<file path="config.mk">
export PLATFORM = sky130hd
export DESIGN_NAME = operand_loader
export DESIGN_NICKNAME = d
export VERILOG_FILES = /design/src/rtl/operand_loader.sv
export SDC_FILE = /design/constraint.sdc
export NUM_CORES = 1
export LEC_CHECK = 0
export BUFFER_PORTS_ARGS = -buffer_cell sky130_fd_sc_hd__buf_4
export CORE_MARGIN = 1
export CORE_UTILIZATION = 47
export CTS_CLUSTER_DIAMETER = 120
export DETAILED_ROUTE_END_ITERATION = 12
export HOLD_SLACK_MARGIN = 0.08
export PLACE_DENSITY = 0.81
export SYNTH_ARGS = -nofsm -noshare
export SYNTH_HDL_FRONTEND = slang
export SYNTH_SLANG_ARGS = --single-unit
export TNS_END_PERCENT = 1
</file>
<file path="constraint.sdc">
create_clock -name clk_i -period 2.4 [get_ports clk_i]
set_clock_uncertainty 0.2 [all_clocks]
set_input_delay 0.12 -clock clk_i [delete_from_list [all_inputs] [get_ports clk_i]]
set_output_delay 0.12 -clock clk_i [all_outputs]
set_load 0.01 [all_outputs]
</file>
<file path="src/rtl/operand_loader.sv">
// rtl/operand_loader.sv - operand pair fill stage writing packed {op_b, op_a} words into the SRAM A/B pair
//
// Accepts operand pairs over a valid/ready stream and writes each pair as one packed
// word to SRAM port 0, from start_addr_i to end_addr_i inclusive, then pulses done_o.
//
// Optional feature macro: LOADER_CHECKSUM_EN (running XOR of written words on checksum_o).
// Without it checksum_o is tied to 0; the port list is the same in both builds.
//
// Ports:
//   clk_i, rst_ni                clock (rising edge), asynchronous active-low reset
//   start_i                      1-cycle pulse, begins a load when idle
//   start_addr_i, end_addr_i     inclusive write address range, sampled on accepted start
//   in_valid_i, in_ready_o       operand pair stream handshake
//   in_a_i, in_b_i               operands; A -> w_data_o[DATA_W-1:0], B -> upper half
//   write_o, w_addr_o, w_data_o  registered SRAM port-0 write strobe, address, data
//   busy_o                       high while loading
//   done_o                       1-cycle completion pulse
//   err_o                        sticky: last start had end_addr < start_addr
//   count_o                      words written since last accepted start
//   checksum_o                   XOR of written words (zero when feature disabled)
module operand_loader #(
    parameter int ADDR_W        = 9,
    parameter int DATA_W        = 32,
    parameter int MEM_WORD_SIZE = 64
) (
    input  logic                     clk_i,
    input  logic                     rst_ni,
    input  logic                     start_i,
    input  logic [ADDR_W-1:0]        start_addr_i,
    input  logic [ADDR_W-1:0]        end_addr_i,
    input  logic                     in_valid_i,
    output logic                     in_ready_o,
    input  logic [DATA_W-1:0]        in_a_i,
    input  logic [DATA_W-1:0]        in_b_i,
    output logic                     write_o,
    output logic [ADDR_W-1:0]        w_addr_o,
    output logic [MEM_WORD_SIZE-1:0] w_data_o,
    output logic                     busy_o,
    output logic                     done_o,
    output logic                     err_o,
    output logic [ADDR_W:0]          count_o,
    output logic [MEM_WORD_SIZE-1:0] checksum_o
);

    typedef enum logic [1:0] {
        IDLE = 2'd0,
        LOAD = 2'd1,
        DONE = 2'd2
    } state_t;

    state_t              state;
    logic [ADDR_W-1:0]   ptr;
    logic [ADDR_W-1:0]   end_addr;
    logic                hs;
    logic                start_ok;

    // in_ready_o is a registered copy of "in LOAD", so it never depends on in_valid_i.
    assign hs       = in_valid_i & in_ready_o;
    assign start_ok = (state == IDLE) && start_i;

    always_ff @(posedge clk_i or negedge rst_ni) begin
        if (!rst_ni) begin
            state      <= IDLE;
            ptr        <= '0;
            end_addr   <= '0;
            in_ready_o <= 1'b0;
            write_o    <= 1'b0;
            w_addr_o   <= '0;
            w_data_o   <= '0;
            busy_o     <= 1'b0;
            done_o     <= 1'b0;
            err_o      <= 1'b0;
            count_o    <= '0;
        end else begin
            // Strobes are single-cycle unless re-armed below.
            write_o <= 1'b0;
            done_o  <= 1'b0;
            case (state)
                IDLE: begin
                    if (start_i) begin
                        count_o <= '0;
                        if (end_addr_i >= start_addr_i) begin
                            ptr        <= start_addr_i;
                            end_addr   <= end_addr_i;
                            err_o      <= 1'b0;
                            in_ready_o <= 1'b1;
                            busy_o     <= 1'b1;
                            state      <= LOAD;
                        end else begin
                            // Empty range: report immediately, write nothing.
                            err_o  <= 1'b1;
                            done_o <= 1'b1;
                            state  <= DONE;
                        end
                    end
                end
                LOAD: begin
                    if (hs) begin
                        write_o  <= 1'b1;
                        w_addr_o <= ptr;
                        w_data_o <= {in_b_i, in_a_i};
                        count_o  <= count_o + 1'b1;
                        if (ptr == end_addr) begin
                            // done_o lands together with the final write strobe.
                            done_o     <= 1'b1;
                            in_ready_o <= 1'b0;
                            busy_o     <= 1'b0;
                            state      <= DONE;
                        end else begin
                            ptr <= ptr + 1'b1;
                        end
                    end
                end
                DONE: begin
                    state <= IDLE;
                end
                default: begin
                    state <= IDLE;
                end
            endcase
        end
    end

`ifdef LOADER_CHECKSUM_EN
    logic [MEM_WORD_SIZE-1:0] checksum_q;

    always_ff @(posedge clk_i or negedge rst_ni) begin
        if (!rst_ni) begin
            checksum_q <= '0;
        end else if (start_ok) begin
            checksum_q <= '0;
        end else if ((state == LOAD) && hs) begin
            checksum_q <= checksum_q ^ {in_b_i, in_a_i};
        end
    end

    assign checksum_o = checksum_q;
`else
    assign checksum_o = '0;
`endif

endmodule

</file>
---- Word level (Yosys, flattened, before mapping) ----
Index checks and enable logic that the tools add are counted.
word-level totals
  bits in registers ....................... 107
  bits of input ports ..................... 86
  output and inout bits ................... 152
cells by class
  $add $sub $neg .......................... 2
  order comparisons ....................... 1
  equal/unequal tests ..................... 7
  muxes and demuxes ....................... 25
  bitwise operators ....................... 1
  reduce and logical (&&, ||, !) cells .... 9
operators by type and width
  cell                   count
  $mux 9                 4
  $mux 10                2
  $pmux 10 s2            1
  $pmux 9 s2             1
  $add 10x1->10 const B  1
  $mux 1                 10
  $reduce_and 5->1       2
  $add 9x1->9 const B    1
  $eq 9x9->1             1
  $ge 9x9->1             1
  $reduce_and 3->1       3
  $mux 2                 4
  $ne 2x2->1 const B     4
  $pmux 1 s2             2
  $pmux 2 s2             1
  $reduce_and 2->1       2
  $eq 2x1->1 const B     1
  $logic_not 2->1        1
  $ne 2x1->1 const B     1
  $reduce_bool 2->1      1
  $and 1x1->1            1

---- Longest topological paths before layout ----
  word-level depth ........................ 4
  gate-level depth with buffers ........... 9
  depth with buffers taken out ............ 8

---- Least setup slack after synthesis ----
OpenSTA, ideal clock, no wires.
  kind .................................... input -> register
  start point ............................. in start_addr_i[2]
  end point ............................... reg end_addr[6]
  library setup time ...................... 128 ps
  arrival time ............................ 1722 ps
  data required time ...................... 2072 ps
  setup slack ............................. 350 ps
  cell stages on the path ................. 9
  path buffers ............................ 1
  cells stage by stage .................... inv_1 -> ha_1 -> a21o_1 -> a31oi_1 -> o21ai_1 -> a21o_1 -> nand2_2 -> buf_2 -> mux2_1
on the way
  word-level cells in the longest chain between the ends .. 2
ends and longest elaborated chain
  item                               RTL line  text
  start, declared                    29        input logic [ADDR_W-1:0] start_addr_i,
  $ge 9x9->1                         82        if (end_addr_i >= start_addr_i) begin
  $reduce_and 3->1 (no source line)  --
  end signal, assigned               84        end_addr <= end_addr_i;
  end, declared                      53        logic [ADDR_W-1:0] end_addr;
Every way passes these cells.
A chain may end at the register's enable or synchronous reset.

---- Worst setup path after layout ----
  start point ............................. in start_addr_i[1]
  end point ............................... reg ptr[8]
on the way
  word-level cells in the longest chain between the ends .. 3
ends and longest elaborated chain
  item                               RTL line  text
  $ge 9x9->1                         82
  $ne 2x1->1 (no source line)        --
  $reduce_and 5->1 (no source line)  --
  end signal, assigned               83        ptr <= start_addr_i;
  end signal, assigned               110       ptr <= ptr + 1'b1;
  end, declared                      52        logic [ADDR_W-1:0] ptr;
Every way passes these cells.

==> results by group <==
Outcome
  – Outcome: finished clean

Route
  – DRT iter0 DRCs: 303
  – # DRC: 0
  – Final wirelength: 13,800 um
  – DR pass1 iterations: 5
  – Vias: 4,633
  – Wire per inst: 14.2 um
  – Routed Antenna Nets: 0
  – Via/cell ratio: 4.78

Run
  – Max-cap viol count: 0

Worst setup path
  – WS Path Type: primary input to register
  – Worst Path Arrival: 2.42 ns
  – Worst EP required: 2.47 ns
  – Crit path max fanout: 7
  – RR Endpoint: ptr[8]
  – Reg2Reg Setup Slack: 0.26 ns
  – R2R Path Start: end_addr[5]
  – Worst Reg-to-Reg Cells: 7
  – Crit. Startpoint: start_addr_i[1]
  – CP endpoint kind: register
  – CP startpoint kind: primary input

CTS
  – Clock Sinks: 107
  – Postcts setup bufs: 0
  – Root buffer cell: clkbuf_8
  – H-tree levels: 3
  – TritonCTS clock tree: yes
  – Total CTS buffers: 9
  – CTS clk-pin slew, worst paths: 0.10 ns
  – Max Root-Sink Buffers: 2
  – Clock Latency Late Sink: 0.36 ns

STA
  – Min cycle time layout: 2.34 ns
  – Worst-Margin Slew: 0.811 ns
  – Number of endpoints failing setup at the final stage: 0
  – Slew Viols, Final: 0
  – Max_slew headroom: 45.9%
  – Fin crit share: 97.7%
  – Max Freq: 0.426 GHz
  – Final hold vios: 0
  – Fin worst setup slack: 0.0552 ns

Logic synthesis
  – Post-Syn Area: 5150 um^2
  – Post-synthesis sequential area ratio: 52.0%
  – Synth warn: 0
  – EDFF count, synth: 0
  – Cell taking the most area after synthesis: dfrtp_1
  – Synth async-reset ratio: 100%
  – Synth top cells by count: nand2_1, dfrtp_1, buf_4
  – #FFs+latches synth: 107
  – Top-area cell type share of the netlist area: 52.0%
  – Synth area leaders: dfrtp_1, nand2_1, buf_4
  – Syn_area_per_cell: 8.99 um^2
  – Most frequent cell after synthesis: nand2_1
  – Syn Inst Count: 573
  – Synth Flop Type: dfrtp_1
  – Yosys cell types: 40

Cells and area
  – Nets: 927
  – Antenna cells: 0
  – Fin area: 7400 um^2
  – Area growth syn-to-layout: 43.7%
  – Multi-input gate area: 2070 um^2
  – Register Area: 2680 um^2
  – Fill cells: 756
  – Finished Layout Cells: 970
  – Layout Utilization: 70.7%
  – Layout cell share with drive strength beyond 1: 24.7%

Die
  – Die width: 107 um
  – IO Pins: 238
  – Core Footprint: 10,500 um^2
  – Core Rows: 37
  – Die H: 107 um
  – Die area: 11,400 um^2
  – Initial Util: 49.2%

Pwr
  – Power Density: 1020 nW/um^2
  – VDD IR-drop max: 0.659 mV
  – P_leak: 0.00399 uW

Placed design
  – Dpl cells: 870
  – DP Worst Slack: 0.0723 ns
  – Port Buffers: 173
  – HPWL after DPL: 8910 um
  – Placer congestion estimate: 0.849
  – DP Area: 6360 um^2

Global route
  – Pin count of the biggest net entering global routing: 82
  – Grt total ovfl: 0
  – Vias in the first global route: 4,523
  – GRT Util Overall: 24.4%
  – Initial antenna violation count: 0
  – First-pass GRT wire length: 21,900 um

Worst hold path
  – Hold Path Class: primary input to async pin
## through the flow
step | TNS [ns] | power [uW] | hold slack, ns
after floorplan | 0 | 4870 | -0.376
after global placement | 0 | 6230 | -0.00708
after detailed placement | 0 | 6350 | 0.00509
after CTS | 0 | 7540 | 0.151
after global routing | -0.000370 | 8100 | 0.189
final | 0 | 7550 | 0.120
## state kept, by name, summed over array words and instances (netlist names)
signal	flops
err_o	1
done_o	1
state	2
count_o	10
busy_o	1
end_addr	9
w_data_o	64
write_o	1
w_addr_o	9
ptr	9
## area by class of cell
class / count / share of cell area (%)
Sequential cell: 107 / 36.2
Timing Repair Buffer: 271 / 30.4
Multi-Input combinational cell: 427 / 28.0
Tap cell: 136 / 2.30
Clock buffer: 11 / 1.78
Clock inverter: 4 / 0.710
Inverter: 14 / 0.710
## cell families (layout without fill, tap and decap cells)
logic type                 count (synthesis)  after routing  synth area share (%)
and+or+nand+nor                          277            277                  21.7
buffers and inverters                    102            300                  12.6
other                                      1             64                0.0728
DFF                                      107            107                  52.0
muxes                                     10             10                  2.26
xor gates and xnor gates                  14             14                  2.38
AOI/OAI and AO/OA                         51             51                  6.32
adders and majority gates                 11             11                  2.67
## timing repair
action | 4_1_cts | 5_1_grt
resized for setup | 0 | 2
hold buffers | 85 | 0
endpoints found under the hold margin | 140 | 0
setup endpoints to repair | 0 | 4
## per-layer routing
metal,vias to the layer above,track usage (%),wire length (um)
li1,2214,-,-
met1,2183,30.5,5650
met2,219,42.3,7070
met3,17,4.80,847
met4,0,7.93,212
met5,-,0,0
## power by group
part / switching, uW / leakage [uW] / internal (uW)
registers: 555 / 0.00134 / 2580
clock network: 592 / 0.0000816 / 479
logic: 1770 / 0.00257 / 1570
## worst max-delay path: stages
cell           delay [ns]
dlygate4sd3_1        0.54
buf_4                0.10
inv_1                0.04
ha_1                 0.19
a21o_1               0.16
a31oi_1              0.16
o21ai_1              0.09
a21o_2               0.28
o31a_1               0.36
buf_4                0.19
a22oi_1              0.16
## worst max-delay path by stage
stage	slack, ns	depth (start not counted)	end
4_1_cts	0.08	10	end_addr[7]
6_report	0.06	11	ptr[8]
3_5_place_dp	0.07	9	end_addr[7]
5_1_grt	-0.0004	11	ptr[6]
3_3_place_gp	0.22	9	end_addr[0]
2_1_floorplan	0.35	9	end_addr[6]
## cells in the final DEF (no fill, tap or decap), types with 2 or more instances in the layout
cell type	netlist	final
o2bb2ai_1	2	2
buf_4	65	186
nand3_1	6	6
mux2_1	9	9
nor3_1	3	3
o21ai_0	10	10
conb_1	1	64
o22ai_1	5	5
xor2_1	14	14
nand2b_1	2	2
a21o_1	3	2
o21ai_1	8	8
o311a_1	2	2
nand2_1	234	234
a22oi_1	5	5
dlygate4sd3_1	0	85
a21oi_1	9	9
or3_1	4	4
a31oi_1	3	3
inv_1	13	13
ha_1	11	11
clkbuf_8	0	9
nor2_1	15	15
clkbuf_1	13	2
clkinvlp_4	0	3
nand4_1	4	4
dfrtp_1	107	107
and3_1	3	3
Power figures use the tool's default switching activity.
